`config.mk`:
```
export PLATFORM = sky130hd
export DESIGN_NAME = bit_stuffer
export DESIGN_NICKNAME = d
export VERILOG_FILES = /design/src/rtl/usb_pkg.sv /design/src/rtl/nrzi_enc.sv /design/src/rtl/bit_stuffer.sv
export SDC_FILE = /design/constraint.sdc
export NUM_CORES = 1
export LEC_CHECK = 0
export ABC_AREA = 1
export CORE_AREA = 2 2 39 41
export DETAILED_ROUTE_END_ITERATION = 8
export DIE_AREA = 0 0 41 43
export HOLD_SLACK_MARGIN = 0.06
export PLACE_DENSITY = 0.67
export SLEW_MARGIN = 10
export SYNTH_ARGS = -nofsm -noshare
export SYNTH_HDL_FRONTEND = slang
export SYNTH_SLANG_ARGS = --single-unit
export TNS_END_PERCENT = 5
```
`constraint.sdc`:
```
create_clock -name clk -period 1.2 [get_ports clk]
set_clock_uncertainty 0.05 [all_clocks]
set_input_delay 0.18 -clock clk [delete_from_list [all_inputs] [get_ports clk]]
set_output_delay 0.18 -clock clk [all_outputs]
set_load 0.01 [all_outputs]
```
`src/rtl/usb_pkg.sv`:
```
// Shared USB transmit-path constants and the bit-stuffer state encoding.
package usb_pkg;
    localparam int   BS_MAX_ONES = 6;
    localparam logic NRZI_J      = 1'b1;

    typedef enum logic [1:0] {BS_IDLE, BS_ACTIVE, BS_STUFF, BS_EOP} bs_state_t;
endpackage

```
`src/rtl/nrzi_enc.sv`:
```
// NRZI line encoder: a 0 toggles the line, a 1 holds it; output registered one cycle after en.
module nrzi_enc #(
    parameter logic IDLE_LEVEL = 1'b1
) (
    input  logic clk,
    input  logic rst_n,
    input  logic en,
    input  logic d,
    input  logic clr_idle,
    output logic out_valid,
    output logic out_bit
);
    logic nrzi_q;
    logic valid_q;

    always_ff @(posedge clk or negedge rst_n) begin
        if (!rst_n) begin
            nrzi_q  <= IDLE_LEVEL;
            valid_q <= 1'b0;
        end else begin
            valid_q <= en;
            if (en)
                nrzi_q <= d ? nrzi_q : ~nrzi_q;
            else if (clr_idle)
                nrzi_q <= IDLE_LEVEL;
        end
    end

    assign out_valid = valid_q;
    assign out_bit   = nrzi_q;
endmodule

```
`src/rtl/bit_stuffer.sv`:
```
// USB transmit bit stuffer: inserts a 0 after MAX_ONES consecutive 1s, NRZI-encodes, flags EOP.
module bit_stuffer
    import usb_pkg::*;
#(
    parameter int   MAX_ONES   = BS_MAX_ONES,
    parameter logic IDLE_LEVEL = NRZI_J
) (
    input  logic clk,
    input  logic rst_n,
    input  logic start,
    input  logic endr,
    input  logic s_in,
    output logic pause,
    output logic out_valid,
    output logic out_bit,
    output logic pkt_end,
    output logic busy
);
    localparam int CW = $clog2(MAX_ONES + 1);
    localparam logic [CW-1:0] MAX_C = CW'(MAX_ONES);

    bs_state_t     state, state_d;
    logic [CW-1:0] ones_cnt, ones_d, ones_inc;
    logic          end_pend, pend_d;
    logic          emit, emit_d;

    always_ff @(posedge clk or negedge rst_n) begin
        if (!rst_n) begin
            state    <= BS_IDLE;
            ones_cnt <= '0;
            end_pend <= 1'b0;
        end else begin
            state    <= state_d;
            ones_cnt <= ones_d;
            end_pend <= pend_d;
        end
    end

    assign ones_inc = ones_cnt + 1'b1;

    always_comb begin
        state_d = state;
        ones_d  = ones_cnt;
        pend_d  = end_pend;
        emit    = 1'b0;
        emit_d  = 1'b0;
        unique case (state)
            BS_IDLE: begin
                if (start) begin
                    state_d = BS_ACTIVE;
                    ones_d  = '0;
                    pend_d  = 1'b0;
                end
            end
            BS_ACTIVE: begin
                if (endr) begin
                    state_d = BS_EOP;
                end else begin
                    emit   = 1'b1;
                    emit_d = s_in;
                    if (s_in) begin
                        ones_d = ones_inc;
                        if (ones_inc == MAX_C)
                            state_d = BS_STUFF;
                    end else begin
                        ones_d = '0;
                    end
                end
            end
            BS_STUFF: begin
                // The stuffed 0 always goes out, even when the packet ends here.
                emit   = 1'b1;
                emit_d = 1'b0;
                ones_d = '0;
                if (endr)
                    pend_d = 1'b1;
                state_d = (end_pend || endr) ? BS_EOP : BS_ACTIVE;
            end
            BS_EOP: begin
                state_d = BS_IDLE;
            end
            default: state_d = BS_IDLE;
        endcase
    end

    assign pause   = (state == BS_STUFF);
    assign pkt_end = (state == BS_EOP);
    assign busy    = (state != BS_IDLE);

    nrzi_enc #(.IDLE_LEVEL(IDLE_LEVEL)) u_nrzi (
        .clk      (clk),
        .rst_n    (rst_n),
        .en       (emit),
        .d        (emit_d),
        .clr_idle (state == BS_EOP),
        .out_valid(out_valid),
        .out_bit  (out_bit)
    );
endmodule
```
==> results of run 1 <==
==> flip-flops by register name, summed over array words and instances, names as in the netlist <==
register,count
ones_cnt,3
state,2
end_pend,1
u_nrzi.out_bit,1
u_nrzi.out_valid,1
==> repair_timing <==
action / CTS / global route
endpoints found under the setup margin: 13 / 11
setup buffers: 3 / 0
pin swaps: 6 / 6
hold buffers: 0 / 0
resized for setup: 25 / 7
==> per-stage QoR <==
stage / hold WS (ns) / cell area (sq um) / total power (W)
after floorplan: -0.166 / 566 / 0.00116
after global placement: 0.443 / 773 / 0.00164
after detailed placement: 0.442 / 773 / 0.00170
after CTS: 0.162 / 830 / 0.00202
after global routing: 0.180 / 846 / 0.00227
final: 0.157 / 846 / 0.00206
==> final cells by class <==
type / count / share of cell area
sequential: 8 / 0.240
clock buffer: 4 / 0.0311
tap: 16 / 0.0237
timing repair buffer: 25 / 0.244
inverter: 13 / 0.0636
multi-input combinational: 46 / 0.398
==> synthesized netlist by cell type <==
| cell type | count | area (sq um) |
|---|---|---|
| sky130_fd_sc_hd__nor2_1 | 2 | 7.51 |
| sky130_fd_sc_hd__nand3b_1 | 1 | 7.51 |
| sky130_fd_sc_hd__o31ai_1 | 1 | 7.51 |
| sky130_fd_sc_hd__nand3_1 | 4 | 20.0 |
| sky130_fd_sc_hd__dfrtp_1 | 7 | 175 |
| sky130_fd_sc_hd__nand2_2 | 1 | 6.26 |
| sky130_fd_sc_hd__nor2_2 | 1 | 6.26 |
| sky130_fd_sc_hd__dfstp_2 | 1 | 26.3 |
| sky130_fd_sc_hd__a21oi_1 | 1 | 5.00 |
| sky130_fd_sc_hd__ha_1 | 7 | 87.6 |
| sky130_fd_sc_hd__nand2_1 | 17 | 63.8 |
| sky130_fd_sc_hd__inv_1 | 12 | 45.0 |
| sky130_fd_sc_hd__inv_2 | 1 | 3.75 |
| sky130_fd_sc_hd__o21ai_0 | 6 | 30.0 |
| sky130_fd_sc_hd__nand4_1 | 2 | 12.5 |
| sky130_fd_sc_hd__nor2_4 | 2 | 22.5 |
| sky130_fd_sc_hd__o211ai_1 | 1 | 7.51 |
==> power by group through the flow <==
stage	registers [W]	clock network [W]	logic [W]
2_1_floorplan	0.000501	0	0.000656
3_3_place_gp	0.000469	0	0.00118
3_5_place_dp	0.000479	0	0.00122
4_1_cts	0.000459	0.000243	0.00132
5_1_grt	0.000485	0.000253	0.00153
6_report	0.000475	0.000231	0.00135
==> kinds of logic (layout without fill, tap and decap cells) <==
group	Yosys count	in the layout
adder cells (fa/ha/maj)	7	7
AND/OR/NAND/NOR	30	30
buffers and inverters	13	42
AO/OA/AOI/OAI	9	9
flip-flops	8	8
==> critical path: stages, from the launching register on <==
cell,delay (ns)
sky130_fd_sc_hd__dfrtp_1,0.39
sky130_fd_sc_hd__buf_6,0.13
sky130_fd_sc_hd__inv_4,0.05
sky130_fd_sc_hd__buf_6,0.10
sky130_fd_sc_hd__ha_4,0.14
sky130_fd_sc_hd__inv_2,0.04
sky130_fd_sc_hd__nor2_4,0.11
sky130_fd_sc_hd__nor2_2,0.06
sky130_fd_sc_hd__nor2_4,0.09
sky130_fd_sc_hd__nand2_1,0.06
sky130_fd_sc_hd__nand2_1,0.05
sky130_fd_sc_hd__nand3_1,0.06
==> worst max path at each step <==
stage,start,slack [ns],cells after the start,to
after floorplan,state[0]$_DFFE_PN0P_,-0.06,3,ones_cnt[1]$_DFFE_PN0P_
after global placement,state[1]$_DFFE_PN0P_,-0.25,6,ones_cnt[1]$_DFFE_PN0P_
after detailed placement,state[1]$_DFFE_PN0P_,-0.29,6,ones_cnt[1]$_DFFE_PN0P_
after CTS,state[0]$_DFFE_PN0P_,-0.23,3,pause
after global routing,state[1]$_DFFE_PN0P_,-0.35,8,ones_cnt[0]$_DFFE_PN0P_
final,state[1]$_DFFE_PN0P_,-0.22,11,u_nrzi.out_bit$_DFFE_PN1P_
==> layer usage <==
layer | track usage | routed length, microns | vias up
met3 | 0.0628 | 52 | 2
li1 | - | - | 272
met4 | 0.100 | 25 | 0
met2 | 0.341 | 757 | 13
met5 | 0 | 0 | -
met1 | 0.211 | 496 | 246
==> results.toml, run 1 <==
[status]
status = "finished with violations"
failed_checks = "setup timing"

[floorplanning]
initial_core_utilization = 0.386
rows = 14
placeableCoreArea_sq_mm = 0.00138
chipHeight_microns = 43
die_width_microns = 41
die_area_sq_mm = 0.00176
top_level_port_count = 10

[route]
viasPerCell = 4.76
antenna_left = 0
drt_first_pass_iters = 4
routedWlPerCell_microns = 11.9
detailroute.via_count = 533
drc_errors = 0
drt-initial-drc-count = 7
wirelength_microns = 1330

[grt]
grt_pass1_vias = 556
grt_max_degree = 9
overflow = 0
gr-usage-all-layers = 0.202
antenna_violations_before_repair = 0
global_route_wire_length_before_repair_microns = 2310

[layout]
regArea_sq_um = 203
nets = 109
layout.cells.most_common_list = "14 x sky130_fd_sc_hd__nand2_1, 13 x sky130_fd_sc_hd__buf_4, 10 x sky130_fd_sc_hd__inv_1"
diodes = 0
layout.cells.most_common = "sky130_fd_sc_hd__nand2_1"
syn2layout_area_growth_pct = 58.3
fin_cells = 112
multi_input_area_sq_um = 337
num-fill-cells = 125
drive_above_1_share = 0.406
finish.utilization = 0.611

[timing]
post-route-period-util = 1.19
worst_pin_slew_ns = 0.392
final_report_setup_violation_count = 11
timing.final.hold_violations = 0
maxSlewViolCount = 0
grt_setup_unrepaired = "yes"
worst_slack_ns = -0.224
achievable-frequency_mhz = 702
fin_setup_tns_ns = -1.64
min_period_ns = 1.42
max_slew_margin = 0.738

[power_and_ir_drop]
seqPwrFrac = 0.231
power.share.combinational = 0.657
power.switching_w = 0.000871
swShare = 0.423
static-leakage-power_nw = 0.424
power.density_cell_area_mw_per_mm2 = 2430
power.ir.vdd_worst_mv = 1.58
cellInternalPower_w = 0.00119
share_clk_of_total_power = 0.112

[setup_path]
crit_type = "reg2reg"
startpoint_type = "flop"
arrival_ns = 1.56
crit_fanout = 3
ff2ff_setup_slack_ns = -0.22
reg2reg_from = "state[1]$_DFFE_PN0P_"
kind_of_capture_point_of_the_worst_setup_path = "flop"
timing.critical_path.required_ns = 1.33
timing.rr.end = "u_nrzi.out_bit$_DFFE_PN1P_"
r2r.worst_path.cells = 11

[clock_network]
worst_setup_hold_path_clk_slew_ns = 0.06
clk_root_buffer_cell = "sky130_fd_sc_hd__clkbuf_4"
tritoncts.num_buffers = 3
clock-sinks = 8
htreeDepth = 1
clockBufferDepth = 2
cts_tree = "built"
clkLatencyLatePin_ns = 0.26

[run]
cap_violations = 0

[synth]
synthesis.area_sq_um = 534
syn-instance-count = 67
mapped_nets = 79
yosys_warnings = 0
post_synth.cell_area_avg_sq_um = 7.97
synth_xor_xnor_area_share = 0
synth_cell_types = 17
synth.yosys.seq_area_share = 0.377
largest_family_of_logic_cells_by_synthesized_area = "simple AND/OR/NAND/NOR gates"
post_synth_fa_ha_maj_area_fraction = 0.164
synth.ff_latch_count = 8
synth-compound-area-share = 0.0937
post_synth_mux_area_share = 0
synth-simple-area-share = 0.274

[placed_design]
io_buf_count = 9
routabilityCongestion = 0.718
placement.setup.worst_slack_ns = -0.293
dpl.cell_count = 105
place_hpwl_microns = 1020

[worst_hold_path]
min-delay-path-class = "in2async"
No activity file was read; power rests on OpenSTA's default activity.
==> run 2: changes to the inputs <==
DONT_BUFFER_PORTS = 1   (was default)
PLACE_DENSITY = default   (was 0.67)
==> run 2 against run 1 <==
The flow still finishes with violations (setup timing). Sequential cell count is the same. Critical path depth down 7. Sequential power increased by 12%. Highest routed layer unchanged.
==> results.toml, run 2 (same netlist as run 1, synthesis figures left out) <==
[placed_design]
place_hpwl_microns = 897
placement.setup.worst_slack_ns = -0.194
io_buf_count = 0
routabilityCongestion = 0.755
dpl.cell_count = 93

[status]
status = "finished with violations"
failed_checks = "setup timing"

[power_and_ir_drop]
share_clk_of_total_power = 0.117
power.ir.vdd_worst_mv = 1.17
power.switching_w = 0.000852
power.density_cell_area_mw_per_mm2 = 2550
swShare = 0.437
finalPower_w = 0.00195
seqPwrFrac = 0.273
cellInternalPower_w = 0.00110
static-leakage-power_nw = 0.369
power.share.combinational = 0.609

[clock_network]
clkLatencyLatePin_ns = 0.25
htreeDepth = 1
cts_tree = "built"
clockBufferDepth = 2
tritoncts.num_buffers = 3
clk_root_buffer_cell = "sky130_fd_sc_hd__clkbuf_4"
worst_setup_hold_path_clk_slew_ns = 0.06
clock-sinks = 8

[grt]
gr-usage-all-layers = 0.177
overflow = 0
global_route_wire_length_before_repair_microns = 2080
grt_max_degree = 9
antenna_violations_before_repair = 0
grt_pass1_vias = 485

[timing]
min_period_ns = 1.37
timing.final.hold_violations = 0
post-route-period-util = 1.15
fin_setup_tns_ns = -1.02
maxSlewViolCount = 0
worst_pin_slew_ns = 0.400
grt_setup_unrepaired = "yes"
worst_slack_ns = -0.174
achievable-frequency_mhz = 728
max_slew_margin = 0.733
hold-worst-slack_ns = 0.0728
final_report_setup_violation_count = 9

[layout]
diodes = 0
largest_reg_flops = 3
layout_top_registers = "ones_cnt (3), state (2)"
num-fill-cells = 123
layout.cells.most_common_list = "15 x sky130_fd_sc_hd__nand2_1, 9 x sky130_fd_sc_hd__inv_1, 9 x sky130_fd_sc_hd__buf_4"
layout.cells.most_common = "sky130_fd_sc_hd__nand2_1"
nets = 98
max_flop_register = "ones_cnt"
drive_above_1_share = 0.400
fin_cells = 101
syn2layout_area_growth_pct = 43.6

[setup_path]
kind_of_capture_point_of_the_worst_setup_path = "primary output"
r2r.worst_path.cells = 6
crit_fanout = 4
reg2reg_from = "state[1]$_DFFE_PN0P_"
ff2ff_setup_slack_ns = -0.13
timing.rr.end = "ones_cnt[0]$_DFFE_PN0P_"
startpoint_type = "flop"
arrival_ns = 1.14
timing.critical_path.required_ns = 0.97
crit_type = "reg2out"

[route]
drt_first_pass_iters = 4
detailroute.via_count = 471
routedWlPerCell_microns = 12.3
wirelength_microns = 1240
drc_errors = 0
antenna_left = 0
viasPerCell = 4.66
drt-initial-drc-count = 5

[worst_hold_path]
min-delay-path-class = "in2reg"
hold_path_depth = 2
timing.hold.worst_endpoint = "ones_cnt[1]$_DFFE_PN0P_"
hp-start = "s_in"

[floorplanning]
top_level_port_count = 10
chipHeight_microns = 43
die_width_microns = 41
rows = 14
placeableCoreArea_sq_mm = 0.00138
initial_core_utilization = 0.386
die_area_sq_mm = 0.00176

[run]
cap_violations = 0
[run 2: metrics by stage]
stage,area [sq um],util
floorplan,566,-
global placement,661,0.477
detailed placement,661,0.477
CTS,741,0.535
global route,767,0.554
finish,767,0.554
[run 2: cell type report]
type	instances	area, sq um	share of cell area
tap	16	20.0	0.0261
timing repair buffer	14	121	0.158
multi-input combinational	46	342	0.445
clock buffer	4	26.3	0.0343
sequential	8	204	0.266
inverter	13	53.8	0.0701
[run 2: per-layer routing]
layer | track usage | part of all wire | routed length (microns)
met5 | 0 | 0 | 0
met4 | 0.0600 | 0.011 | 14
met3 | 0.0314 | 0.020 | 25
met2 | 0.300 | 0.57 | 710
met1 | 0.211 | 0.40 | 492
[run 2: worst max path at each step]
stage                     cells past startpoint            startpoint                 endpoint
after detailed placement                      5  state[1]$_DFFE_PN0P_  ones_cnt[1]$_DFFE_PN0P_
after floorplan                               3  state[0]$_DFFE_PN0P_  ones_cnt[1]$_DFFE_PN0P_
after CTS                                     4  state[0]$_DFFE_PN0P_                    pause
after global placement                        5  state[1]$_DFFE_PN0P_  ones_cnt[1]$_DFFE_PN0P_
after global routing                          6  state[1]$_DFFE_PN0P_  ones_cnt[0]$_DFFE_PN0P_
final                                         4  state[0]$_DFFE_PN0P_                    pause
[run 2: what timing repair did]
action / 4_1_cts / 5_1_grt
cloned: 0 / 0
hold buffers: 2 / 0
buffers inserted: 1 / 1
pin swaps: 4 / 3
setup endpoints to repair: 10 / 11
gates resized for setup: 8 / 7
endpoints found under the hold margin: 9 / 0
[run 2: worst max-delay path, stage by stage (launching register included)]
cell	delay (ns)
sky130_fd_sc_hd__dfrtp_2	0.44
sky130_fd_sc_hd__inv_4	0.07
sky130_fd_sc_hd__ha_4	0.16
sky130_fd_sc_hd__buf_6	0.11
sky130_fd_sc_hd__buf_6	0.11
[run 2: power by group through the flow]
stage                     Clock (W)  Combinational, W  Sequential, W
after global routing       0.000263           0.00132       0.000555
after CTS                  0.000239           0.00108       0.000533
final                      0.000229           0.00119       0.000534
after floorplan                   0          0.000656       0.000501
after detailed placement          0          0.000990       0.000519
after global placement            0          0.000964       0.000509
==> run 3: changes to the inputs <==
CORE_AREA = 5 5 42 44   (was 2 2 39 41)
DIE_AREA = 0 0 47 49   (was 0 0 41 43)
==> run 3 against run 2 <==
The run still ends with setup timing left. Via count up 4.7%. Setup slack worse by 0.016 ns. Routed wire length down 1.2%. Combinational power down 3%. Final area down 1.1%. Count of clock-buffer cells in the layout unchanged. Clock power up 5%. Sequential power about the same. Cell count down 0.99%. Register-to-register slack worse by 0.06 ns. Die area up 31%. First-iteration DRC count up 40%. Critical endpoint is now ones_cnt[1]$_DFFE_PN0P_. Highest routed layer unchanged.
==> results.toml, run 3 (same netlist as run 1, synthesis figures left out) <==
[setup_path]
timing.critical_path.required_ns = 1.31
worst_setup_path_endpoint = "ones_cnt[1]$_DFFE_PN0P_"
crit_path_cell_trace = "buf_12 > ha_4 > nand2_2 > nand3b_1 > o31ai_1"
cpPeakStageDelay_ns = 0.46
ff2ff_setup_slack_ns = -0.19
startpoint_type = "flop"
worst_path_max_delay_cell = "sky130_fd_sc_hd__dfrtp_2"
reg2reg_from = "state[0]$_DFFE_PN0P_"
crit_type = "reg2reg"
timing.rr.end = "ones_cnt[1]$_DFFE_PN0P_"
worstSetupStartpoint = "state[0]$_DFFE_PN0P_"
crit_fanout = 6
kind_of_capture_point_of_the_worst_setup_path = "flop"
r2r.worst_path.cells = 5
arrival_ns = 1.50

[placed_design]
place_hpwl_microns = 928
dpl-instance-area_sq_um = 661
routabilityCongestion = 0.832
io_buf_count = 0

[status]
status = "finished with violations"
failed_checks = "setup timing"

[power_and_ir_drop]
finalPower_w = 0.00192
power.switching_w = 0.000834
static-leakage-power_nw = 0.364
power.ir.vdd_worst_mv = 1.52
cellInternalPower_w = 0.00109
seqPwrFrac = 0.276
swShare = 0.433
power.share.combinational = 0.598
power.density_cell_area_mw_per_mm2 = 2540
share_clk_of_total_power = 0.125

[clock_network]
clock-sinks = 8
htreeDepth = 1
cts_tree = "built"
clkLatencyLatePin_ns = 0.26
tritoncts.num_buffers = 3
clockBufferDepth = 2
clk_root_buffer_cell = "sky130_fd_sc_hd__clkbuf_4"
worst_setup_hold_path_clk_slew_ns = 0.07

[layout]
multi_input_area_sq_um = 332
diodes = 0
largest_reg_flops = 3
layout.cells.most_common_list = "14 x sky130_fd_sc_hd__nand2_1, 10 x sky130_fd_sc_hd__inv_1, 8 x sky130_fd_sc_hd__buf_4"
nets = 97
finish.utilization = 0.541
num-fill-cells = 131
drive_above_1_share = 0.369
layout.cells.most_common = "sky130_fd_sc_hd__nand2_1"
layout_top_registers = "ones_cnt (3), state (2)"
syn2layout_area_growth_pct = 41.9
stdcell_area_sq_um = 758
max_flop_register = "ones_cnt"
regArea_sq_um = 204

[grt]
grt_pass1_vias = 532
antenna_violations_before_repair = 0
gr-usage-all-layers = 0.135
grt_max_degree = 9
global_route_wire_length_before_repair_microns = 2230
overflow = 0

[route]
routedWlPerCell_microns = 12.3
wirelength_microns = 1230
drc_errors = 0
drt-initial-drc-count = 7
antenna_left = 0
detailroute.via_count = 493
drt_first_pass_iters = 4
viasPerCell = 4.93

[timing]
maxSlewViolCount = 0
grt_setup_unrepaired = "yes"
post-route-period-util = 1.16
timing.final.hold_violations = 0
max_slew_margin = 0.716
achievable-frequency_mhz = 719
worst_pin_slew_ns = 0.425
fin_setup_tns_ns = -1.23
worst_slack_ns = -0.190
hold-worst-slack_ns = 0.0687
min_period_ns = 1.39
final_report_setup_violation_count = 10

[run]
cap_violations = 0

[floorplanning]
placeableCoreArea_sq_mm = 0.00140
initial_core_utilization = 0.381
rows = 14
die_width_microns = 47
die_area_sq_mm = 0.00230
top_level_port_count = 10
chipHeight_microns = 49

[worst_hold_path]
min-delay-path-class = "in2reg"
run 3: changes by cell type in the layout (fill, tap and decap cells not counted):
cell                      delta
sky130_fd_sc_hd__nand2_2     +2
sky130_fd_sc_hd__buf_6       -1
sky130_fd_sc_hd__buf_12      +1
sky130_fd_sc_hd__nand2_4     -1
sky130_fd_sc_hd__buf_4       -1
sky130_fd_sc_hd__o31ai_1     +1
sky130_fd_sc_hd__ha_1        +1
sky130_fd_sc_hd__inv_2       -1
sky130_fd_sc_hd__inv_1       +1
sky130_fd_sc_hd__ha_2        -1
sky130_fd_sc_hd__nand2_1     -1
sky130_fd_sc_hd__o31ai_2     -1
run 3: repair_timing:
item | 4_1_cts | 5_1_grt
buffers inserted | 1 | 0
pin swaps | 4 | 1
setup endpoints to repair | 10 | 11
resized for setup | 9 | 2
hold buffers | 2 | 0
endpoints found under the hold margin | 10 | 0
run 3: layer usage:
metal,routed length [microns],GRT usage,vias to the layer above
li1,-,-,245
met1,503,0.154,225
met2,585,0.204,15
met3,64,0.0406,8
met4,74,0.0968,0
met5,0,0,-
run 3: worst min path at each step:
stage,start,endpoint,slack [ns],cells after the start
finish,s_in,u_nrzi.out_bit$_DFFE_PN1P_,0.07,3
global route,s_in,u_nrzi.out_bit$_DFFE_PN1P_,0.11,3
CTS,s_in,u_nrzi.out_bit$_DFFE_PN1P_,0.07,3
detailed placement,rst_n,u_nrzi.out_valid$_DFF_PN0_,-0.17,0
global placement,rst_n,ones_cnt[0]$_DFFE_PN0P_,-0.17,0
floorplan,rst_n,end_pend$_DFFE_PN0P_,-0.17,0
run 3: final cells by class:
cell class / count / share of cell area
Sequential cell: 8 / 0.269
Multi-Input combinational cell: 46 / 0.437
Tap cell: 16 / 0.0264
Inverter: 13 / 0.0710
Clock buffer: 4 / 0.0347
Timing Repair Buffer: 13 / 0.162
run 3: worst max-delay path: cells and delay by family (launching register included):
family                     cells  cell delay [ns]
adders and majority gates      1             0.16
buffers and inverters          1             0.14
and+or+nand+nor                2             0.24
AOI/OAI and AO/OA              1             0.25
DFF                            1             0.46
run 3: per-stage QoR:
step / instances / setup slack [ns]
floorplan: 67 / -0.0629
global placement: 93 / -0.111
detailed placement: 93 / -0.200
CTS: 100 / -0.190
global route: 100 / -0.272
finish: 100 / -0.190
run 3: power groups by stage:
stage | registers (W) | logic, W | clock network, W
final | 0.000531 | 0.00115 | 0.000241
after global routing | 0.000550 | 0.00131 | 0.000258
after CTS | 0.000534 | 0.00115 | 0.000243
after detailed placement | 0.000519 | 0.000988 | 0
after global placement | 0.000508 | 0.000974 | 0
after floorplan | 0.000501 | 0.000656 | 0
